### src/rtl/rotate_pkg.sv
// Shared types and Q-format helpers for the rotate_scan_ctrl block.
package rotate_pkg;

    localparam int unsigned FRAC_DEFAULT = 12;
    localparam int unsigned ONE_Q        = 1 << FRAC_DEFAULT;
    localparam int unsigned HALF_Q       = 1 << (FRAC_DEFAULT - 1);

    typedef enum logic [2:0] {
        StIdle,
        StInit,
        StMap,
        StRead,
        StEmit,
        StDone
    } rot_state_e;

    // Image centre in Q.frac: (n-1)/2 scaled by 2^frac.
    function automatic int q_center(input int unsigned n, input int unsigned frac);
        return int'((n - 1) << (frac - 1));
    endfunction

    // One half in Q.frac, used for round-half-up.
    function automatic int q_half(input int unsigned frac);
        return int'(1 << (frac - 1));
    endfunction

endpackage

### src/rtl/rotate_coord_dda.sv
// Incremental source-coordinate tracker for inverse-mapped rotation.
// Holds the row-base and current source coordinates, seeds them from the
// latched cos/sin and steps them per destination column or row.
module rotate_coord_dda
    import rotate_pkg::*;
#(
    parameter int unsigned ROWS   = 242,
    parameter int unsigned COLS   = 247,
    parameter int unsigned FRAC   = FRAC_DEFAULT,
    parameter int unsigned ADDR_W = 16,
    parameter int unsigned ACC_W  = 32
) (
    input  logic                     clk,
    input  logic                     rst,
    input  logic                     load,
    input  logic                     init,
    input  logic                     col_step,
    input  logic                     row_step,
    input  logic signed [15:0]       cos_in,
    input  logic signed [15:0]       sin_in,
    output logic        [ADDR_W-1:0] ix,
    output logic        [ADDR_W-1:0] iy,
    output logic                     in_bounds
);

    localparam int unsigned PW = ACC_W + 16;

    localparam logic signed [ACC_W-1:0] CX     = ACC_W'(q_center(COLS, FRAC));
    localparam logic signed [ACC_W-1:0] CY     = ACC_W'(q_center(ROWS, FRAC));
    localparam logic signed [ACC_W-1:0] HALF   = ACC_W'(q_half(FRAC));
    localparam logic signed [ACC_W-1:0] COLS_S = ACC_W'(COLS);
    localparam logic signed [ACC_W-1:0] ROWS_S = ACC_W'(ROWS);

    logic signed [15:0]      cos_r_q, sin_r_q;
    logic signed [ACC_W-1:0] sx_q, sy_q, sxr_q, syr_q;
    logic signed [ACC_W-1:0] sx_d, sy_d, sxr_d, syr_d;
    logic signed [ACC_W-1:0] cos_e, sin_e;
    logic signed [PW-1:0]    cos_cx, sin_cy, sin_cx, cos_cy;
    logic signed [ACC_W-1:0] init_x, init_y;
    logic signed [ACC_W-1:0] ix_full, iy_full;

    assign cos_e = ACC_W'(cos_r_q);
    assign sin_e = ACC_W'(sin_r_q);

    assign cos_cx = PW'(cos_r_q) * PW'(CX);
    assign sin_cy = PW'(sin_r_q) * PW'(CY);
    assign sin_cx = PW'(sin_r_q) * PW'(CX);
    assign cos_cy = PW'(cos_r_q) * PW'(CY);

    // Source position of destination (0,0): centre minus rotated centre.
    assign init_x = CX - ACC_W'(cos_cx >>> FRAC) - ACC_W'(sin_cy >>> FRAC);
    assign init_y = CY + ACC_W'(sin_cx >>> FRAC) - ACC_W'(cos_cy >>> FRAC);

    // Round half up; arithmetic shift floors negatives.
    assign ix_full = (sx_q + HALF) >>> FRAC;
    assign iy_full = (sy_q + HALF) >>> FRAC;

    assign in_bounds = !ix_full[ACC_W-1] && (ix_full < COLS_S) &&
                       !iy_full[ACC_W-1] && (iy_full < ROWS_S);
    assign ix = ix_full[ADDR_W-1:0];
    assign iy = iy_full[ADDR_W-1:0];

    // Next accumulator values: seed, column step, or row step with reload.
    always_comb begin
        sx_d  = sx_q;
        sy_d  = sy_q;
        sxr_d = sxr_q;
        syr_d = syr_q;
        if (init) begin
            sxr_d = init_x;
            syr_d = init_y;
            sx_d  = init_x;
            sy_d  = init_y;
        end else if (col_step) begin
            sx_d = sx_q + cos_e;
            sy_d = sy_q - sin_e;
        end else if (row_step) begin
            sxr_d = sxr_q + sin_e;
            syr_d = syr_q + cos_e;
            sx_d  = sxr_q + sin_e;
            sy_d  = syr_q + cos_e;
        end
    end

    // Coefficient latch and accumulator registers.
    always_ff @(posedge clk or posedge rst) begin
        if (rst) begin
            cos_r_q <= '0;
            sin_r_q <= '0;
            sx_q    <= '0;
            sy_q    <= '0;
            sxr_q   <= '0;
            syr_q   <= '0;
        end else begin
            if (load) begin
                cos_r_q <= cos_in;
                sin_r_q <= sin_in;
            end
            sx_q  <= sx_d;
            sy_q  <= sy_d;
            sxr_q <= sxr_d;
            syr_q <= syr_d;
        end
    end

endmodule

### src/rtl/rotate_scan_ctrl.sv
// Frame sequencer for inverse-mapped image rotation. Walks destination
// pixels row-major, reads in-bounds source pixels, substitutes FILL for
// out-of-bounds ones and streams the result over valid/ready.
// Optional: define ROT_OOB_COUNT_EN to add the oob_count output.
module rotate_scan_ctrl
    import rotate_pkg::*;
#(
    parameter int unsigned ROWS   = 242,
    parameter int unsigned COLS   = 247,
    parameter int unsigned FRAC   = FRAC_DEFAULT,
    parameter int unsigned ADDR_W = 16,
    parameter int unsigned ACC_W  = 32,
    parameter logic [7:0]  FILL   = 8'd0
) (
    input  logic                     clk,
    input  logic                     rst,
    input  logic                     start,
    input  logic signed [15:0]       cos_q,
    input  logic signed [15:0]       sin_q,
    output logic                     busy,
    output logic                     done,
    output logic                     rd_req,
    output logic        [ADDR_W-1:0] rd_addr,
    input  logic                     rd_ack,
    input  logic        [7:0]        rd_data,
    output logic                     px_valid,
    output logic        [7:0]        px_data,
    output logic                     px_last,
    input  logic                     px_ready
`ifdef ROT_OOB_COUNT_EN
    ,
    output logic        [ADDR_W-1:0] oob_count
`endif
);

    localparam int unsigned XW = (COLS > 1) ? $clog2(COLS) : 1;
    localparam int unsigned YW = (ROWS > 1) ? $clog2(ROWS) : 1;
    localparam logic [XW-1:0]     X_LAST = XW'(COLS - 1);
    localparam logic [YW-1:0]     Y_LAST = YW'(ROWS - 1);
    localparam logic [ADDR_W-1:0] COLS_A = ADDR_W'(COLS);

    rot_state_e        state_q, state_d;
    logic [XW-1:0]     x_q, x_d;
    logic [YW-1:0]     y_q, y_d;
    logic [ADDR_W-1:0] addr_q, addr_d;
    logic [7:0]        pix_q, pix_d;
    logic              dda_load, dda_init, col_step, row_step;
    logic [ADDR_W-1:0] ix, iy;
    logic              in_bounds;
    logic              last_px;

    rotate_coord_dda #(
        .ROWS   (ROWS),
        .COLS   (COLS),
        .FRAC   (FRAC),
        .ADDR_W (ADDR_W),
        .ACC_W  (ACC_W)
    ) u_dda (
        .clk       (clk),
        .rst       (rst),
        .load      (dda_load),
        .init      (dda_init),
        .col_step  (col_step),
        .row_step  (row_step),
        .cos_in    (cos_q),
        .sin_in    (sin_q),
        .ix        (ix),
        .iy        (iy),
        .in_bounds (in_bounds)
    );

    assign last_px = (x_q == X_LAST) && (y_q == Y_LAST);

    // Next-state, counter and datapath control decode.
    always_comb begin
        state_d  = state_q;
        x_d      = x_q;
        y_d      = y_q;
        addr_d   = addr_q;
        pix_d    = pix_q;
        dda_load = 1'b0;
        dda_init = 1'b0;
        col_step = 1'b0;
        row_step = 1'b0;
        unique case (state_q)
            StIdle: begin
                if (start) begin
                    dda_load = 1'b1;
                    state_d  = StInit;
                end
            end
            StInit: begin
                dda_init = 1'b1;
                x_d      = '0;
                y_d      = '0;
                state_d  = StMap;
            end
            StMap: begin
                if (in_bounds) begin
                    addr_d  = iy * COLS_A + ix;
                    state_d = StRead;
                end else begin
                    pix_d   = FILL;
                    state_d = StEmit;
                end
            end
            StRead: begin
                if (rd_ack) begin
                    pix_d   = rd_data;
                    state_d = StEmit;
                end
            end
            StEmit: begin
                if (px_ready) begin
                    if (last_px) begin
                        state_d = StDone;
                    end else begin
                        state_d = StMap;
                        if (x_q != X_LAST) begin
                            x_d      = x_q + 1'b1;
                            col_step = 1'b1;
                        end else begin
                            x_d      = '0;
                            y_d      = y_q + 1'b1;
                            row_step = 1'b1;
                        end
                    end
                end
            end
            StDone: begin
                state_d = StIdle;
            end
            default: begin
                state_d = StIdle;
            end
        endcase
    end

    // State, destination position and output holding registers.
    always_ff @(posedge clk or posedge rst) begin
        if (rst) begin
            state_q <= StIdle;
            x_q     <= '0;
            y_q     <= '0;
            addr_q  <= '0;
            pix_q   <= '0;
        end else begin
            state_q <= state_d;
            x_q     <= x_d;
            y_q     <= y_d;
            addr_q  <= addr_d;
            pix_q   <= pix_d;
        end
    end

    assign busy     = (state_q == StInit) || (state_q == StMap) ||
                      (state_q == StRead) || (state_q == StEmit);
    assign done     = (state_q == StDone);
    assign rd_req   = (state_q == StRead);
    assign rd_addr  = addr_q;
    assign px_valid = (state_q == StEmit);
    assign px_data  = pix_q;
    assign px_last  = (state_q == StEmit) && last_px;

`ifdef ROT_OOB_COUNT_EN
    logic              oob_px_q;
    logic [ADDR_W-1:0] oob_cnt_q;

    // Tag each pixel in MAP; count fill pixels as their handshake completes.
    always_ff @(posedge clk or posedge rst) begin
        if (rst) begin
            oob_px_q  <= 1'b0;
            oob_cnt_q <= '0;
        end else begin
            if (state_q == StMap) begin
                oob_px_q <= !in_bounds;
            end
            if ((state_q == StIdle) && start) begin
                oob_cnt_q <= '0;
            end else if ((state_q == StEmit) && px_ready && oob_px_q) begin
                oob_cnt_q <= oob_cnt_q + 1'b1;
            end
        end
    end

    assign oob_count = oob_cnt_q;
`endif

endmodule

### config.mk
export PLATFORM = sky130hd
export DESIGN_NAME = rotate_scan_ctrl
export DESIGN_NICKNAME = d
export VERILOG_FILES = /design/src/rtl/rotate_pkg.sv /design/src/rtl/rotate_coord_dda.sv /design/src/rtl/rotate_scan_ctrl.sv
export SDC_FILE = /design/constraint.sdc
export NUM_CORES = 2
export LEC_CHECK = 0
export CAP_MARGIN = 20
export CORE_AREA = 2 2 239 241
export DETAILED_ROUTE_END_ITERATION = 8
export DIE_AREA = 0 0 241 243
export PLACE_DENSITY_LB_ADDON = 0.12
export SLEW_MARGIN = 5
export SYNTH_ARGS = -nofsm -noshare
export SYNTH_HDL_FRONTEND = slang
export SYNTH_SLANG_ARGS = --single-unit
### constraint.sdc
create_clock -name clk -period 22.5 [get_ports clk]
set_input_delay 6.75 -clock clk [delete_from_list [all_inputs] [get_ports clk]]
set_output_delay 6.75 -clock clk [all_outputs]
set_load 0.03 [all_outputs]
# Word level (Yosys, flattened, before mapping)
# Index checks and enable logic that the tools add are counted.
# totals
reg_bits	203
out_inout_bits	29
input_bits	45
elab_cells	105
# classes
reduce_logical	21
eq_ne	15
mux	38
mul	5
order_cmp	2
addsub	13
# ops
operator	count
$mux W32	10
$add A32 B16 Y32	3
$add A32 B13 Y32 const B	2
$mux W8	8
$sub A32 B32 Y32	2
$mul A16 B9 Y25 const B	2
$mul A16 B8 Y24 const B	2
$pmux W8 S2	3
$lt A20 B9 Y1 const B	2
$add A20 B32 Y32 const A	1
$sub A20 B32 Y32 const A	1
$sub A32 B16 Y32	1
$add A16 B16 Y16	1
$add A8 B1 Y8 const B	2
$eq A8 B8 Y1 const B	2
$mul A16 B8 Y16 const B	1
$mux W3	5
$pmux W3 S5	1
$mux W1	11
$ne A2 B2 Y1 const B	5
$reduce_and A3 Y1	3
$ne A8 B8 Y1 const B	1
$eq A3 B2 Y1 const B	2
$eq A3 B3 Y1 const B	2
other kinds (10)	21

# Logic depth before layout (Yosys ltp)
# logic_depth
depth_word	8
ltp_mapped	33
mapped_depth_nobuf	33

# By module
# Synthesis repeated with hierarchy kept, for this count alone.
# hier_totals
hier_cells	3631
area_unflattened_um2	31831.8
# modules_own_cells
mod	area_each_um2	instances	seq_area_each_um2	cells_per_inst
rotate_coord_dda	27122.3	1	4003.8	3147
rotate_scan_ctrl	4709.5	1	1076.0	484

# Least setup slack after synthesis
# Ideal clock, no wire load.
# synth_path
path_type	reg-to-output
from	reg y_q[1]
to	out px_last
n_path_buf	0
stages_incl_launch_ff	7
required_time_ps	15750
arrival_time_ps	1749
slack_ps	14001
path_cell_list	dfrtp_1 -> inv_1 -> ha_1 -> nand3_1 -> nor4_1 -> nand2_1 -> nor2_1
# synth_via
elab_chain_len	3
# synth_rtl
item	line_no	text
start, declared	rotate_scan_ctrl.sv:44	logic [YW-1:0] y_q, y_d;
start signal, assigned	rotate_scan_ctrl.sv:150	y_q <= y_d;
$eq A8 B8 Y1	rotate_scan_ctrl.sv:72	assign last_px = (x_q == X_LAST) && (y_q == Y_LAST);
$logic_and A1 B1 Y1	rotate_scan_ctrl.sv:72	
$logic_and A1 B1 Y1	rotate_scan_ctrl.sv:163	assign px_last = (state_q == StEmit) && last_px;
end, declared	rotate_scan_ctrl.sv:28	output logic px_last,
# No other way between the ends.

# Final worst setup path
# layout_path
from	reg x_q[0]
to	out px_last
# layout_via
elab_chain_len	3
# layout_rtl
item	line_no	text
start, declared	rotate_scan_ctrl.sv:43	logic [XW-1:0] x_q, x_d;
start signal, assigned	rotate_scan_ctrl.sv:143	x_q <= '0;
start signal, assigned	rotate_scan_ctrl.sv:149	x_q <= x_d;
$eq A8 B8 Y1	rotate_scan_ctrl.sv:72	
$logic_and A1 B1 Y1	rotate_scan_ctrl.sv:72	
$logic_and A1 B1 Y1	rotate_scan_ctrl.sv:163	
# No other way between the ends.

==> impl_metrics.tcl <==
set metrics [dict create \
    die_w_um 241 \
    grtUsageTotal_pct 30.4 \
    synth_area_leaders "ha_1 19%, dfrtp_1 17%, fa_1 15%, inv_1 6.8%, xnor2_1 5.9%" \
    gr-usage-met3_pct 3.34 \
    grt_pass1_vias 26800 \
    finalHoldViolations 0 \
    critPathBufInv 2 \
    synth_edf_count 0 \
    fill_cells 5016 \
    synth_ff_type "dfrtp_1" \
    htreeDepth 1 \
    grtUsageMet1_pct 39.4 \
    critPathRequiredTime_ns 15.75 \
    first_iter_violations 1676 \
    setup_tns_ns 0 \
    cpPeakStageDelay_ns 0.75 \
    slowest_stage "clkdlybuf4s50_1" \
    nets 4412 \
    numCtsBuffers 26 \
    drt-total-wl_um 88200 \
    yosysTopAreaCellShare_pct 19.3 \
    busiest_layer "met2" \
    grt_pass1_wl_um 141000 \
    ys_seq_area_share_pct 16.6 \
    multi_input_area_um2 23100 \
    diodes 0 \
    syn_nets 4350 \
    cts_tree "yes" \
    crit_type "reg2out" \
    max_freq_mhz 102 \
    grt_use_met2_pct 52.7 \
    syn_avg_cell_area_um2 8.46 \
    routed_via_density 5.88 \
    synth_area_um2 30500 \
    finalNonFillerCells 4447 \
    coreArea_um2 56000 \
    ant_nets 0 \
    final_core_utilization_pct 59.2 \
    cts_max_path_buffers 3 \
    synthDistinctLibCells 81 \
    die_area_um2 58600 \
    max_cap_violations 0 \
    setup_viol 0 \
    synthToLayoutAreaGrowth_pct 8.48 \
    drive_above_1_share_pct 3.44 \
    clkSinkCount 203 \
    max_slew_margin_pct 31.2 \
    dp_hpwl_um 70100 \
    rrSetupSlack_ns 13.77 \
    crit_path_end_kind "primary output" \
    synthArstFlopShare_pct 100 \
    cts_resized 0 \
    rr_startpoint "u_dda.sin_r_q[1]$_DFFE_PP0P_" \
    critPathTopFamily "simple AND/OR/NAND/NOR gates" \
    portBuffers 73 \
    yosys_warnings 0 \
    clkLatencyLatePin_ns 0.57 \
    start_util_pct 54.6 \
    rsz0062_at_grt "no" \
    gp_congestion 0.986 \
    drc 0 \
    synthCells 3611 \
    layout_worst_path_cycle_share_pct 43.7 \
    antenna_found_initial 2 \
    die_h_um 243 \
    wire_per_inst_um 19.8 \
    register_area_um2 5080 \
    ios 74 \
    hold_end "rd_addr[9]$_DFFE_PP0P_" \
    finalMaxSlewViolations 0 \
    holdCritStartpoint "rd_addr[9]$_DFFE_PP0P_" \
    skew_ns 0.0289 \
    ys_ff_latch 203 \
    routed-via-count 26100 \
    reg2regPathDepth 30 \
    gr-total-overflow 0 \
    grt_max_degree 96 \
    post_cts_buffers 0 \
    status "finished, final reports clean" \
    cts_root_buf "clkbuf_16" \
    worst_pin_slew_ns 1.01 \
    path_cells "inv_1 -> ha_1 -> nor4b_1 -> nand2_1 -> nor2_1 -> clkdlybuf4s50_1" \
    yosysMostFrequentCell "inv_1" \
    min_path_type "reg2reg" \
    rows 87 \
    synth_top_cells_by_count "553 x inv_1, 470 x ha_1, 279 x a21oi_1" \
    crit_fanout 5 \
    hold_depth 2 \
    drtPass1Iterations 5 \
    startpoint_type "flop" \
    post-place-cells 4401 \
    cts_hold_buf 0 \
    critPathArrivalTime_ns 3.09 \
    r2r-end "u_dda.sx_q[30]$_DFFE_PP0P_" \
    min_period_ns 9.84 \
    yosysTopAreaCell "ha_1" \
    clk_pin_slew_ns 0.06 \
]
-- worst max-delay path by stage --
stage	to	startpoint	cells after the start
floorplan	px_data[0]$_DFFE_PP0P_	rst	1
global placement	u_dda.sx_q[27]$_DFFE_PP0P_	px_ready	7
detailed placement	u_dda.sx_q[27]$_DFFE_PP0P_	px_ready	7
CTS	px_last	x_q[0]$_DFFE_PP0P_	6
global route	px_last	x_q[0]$_DFFE_PP0P_	6
finish	px_last	x_q[0]$_DFFE_PP0P_	6
-- kinds of logic (layout without fill, tap and decap cells) --
logic type	after synthesis	count (layout)	share of synthesized area (%)
AO/OA/AOI/OAI	896	896	18.3
XOR/XNOR	340	340	9.75
adder cells (fa/ha/maj)	694	694	33.9
buffers and inverters	631	711	7.79
flip-flops	203	203	16.6
multiplexers	37	37	1.27
AND/OR/NAND/NOR	810	810	12.3
-- placed cells by master, fill, tap and decap left out, types with 33 or more instances in the layout --
master           synthesis  layout
inv_1                  553     552
ha_1                   470     470
a21oi_1                279     279
nor2_1                 251     250
nand2_1                235     234
fa_1                   224     224
xnor2_1                204     204
dfrtp_1                203     202
o21ai_0                179     179
xor2_1                 136     136
a21o_1                 110     110
clkdlybuf4s50_1          0      73
nand3_1                 67      66
a31oi_1                 51      51
nor3_1                  50      49
nand2b_1                37      37
buf_4                    0      37
o21ai_1                 36      36
and3_1                  35      35
a211oi_1                33      33
-- through the flow --
step | hold WS, ns | instance area (µm²) | setup slack [ns]
3_5_place_dp | 0.469 | 32200 | 12.63
5_1_grt | 0.517 | 33100 | 12.43
4_1_cts | 0.485 | 33100 | 12.66
2_1_floorplan | 0.445 | 30500 | 10.21
6_report | 0.485 | 33100 | 12.66
3_3_place_gp | 0.466 | 32200 | 12.70
-- tightest hold or removal path, cell delays in order (launching register included) --
cell and delay, ns:
dfrtp_1 0.34, nand2_1 0.05, o21ai_1 0.06
-- sequential cells by signal, indices dropped and copies added (netlist names) --
signal         cells
px_data            8
rd_addr           16
state_q            3
u_dda.cos_r_q     16
u_dda.sin_r_q     16
u_dda.sx_q        32
u_dda.sxr_q       32
u_dda.sy_q        32
u_dda.syr_q       32
x_q                8
y_q                8
-- metal layers --
metal  vias up  routed length [µm]
met5         -                   0
met2       792               42800
met1     12800               37300
met4         0                2740
li1      12400                   -
met3       164                5380
-- layout make-up --
class	instances	share of cell area (%)
Clock inverter	8	0.374
Timing Repair Buffer	111	3.06
Inverter	554	6.30
Tap cell	756	2.86
Multi-Input combinational cell	2777	69.8
Clock buffer	38	2.32
Sequential cell	203	15.3
Power is left out: the tool's default activity adds up to more than one toggle a clock period on the data nets, which glitch-free logic cannot reach.
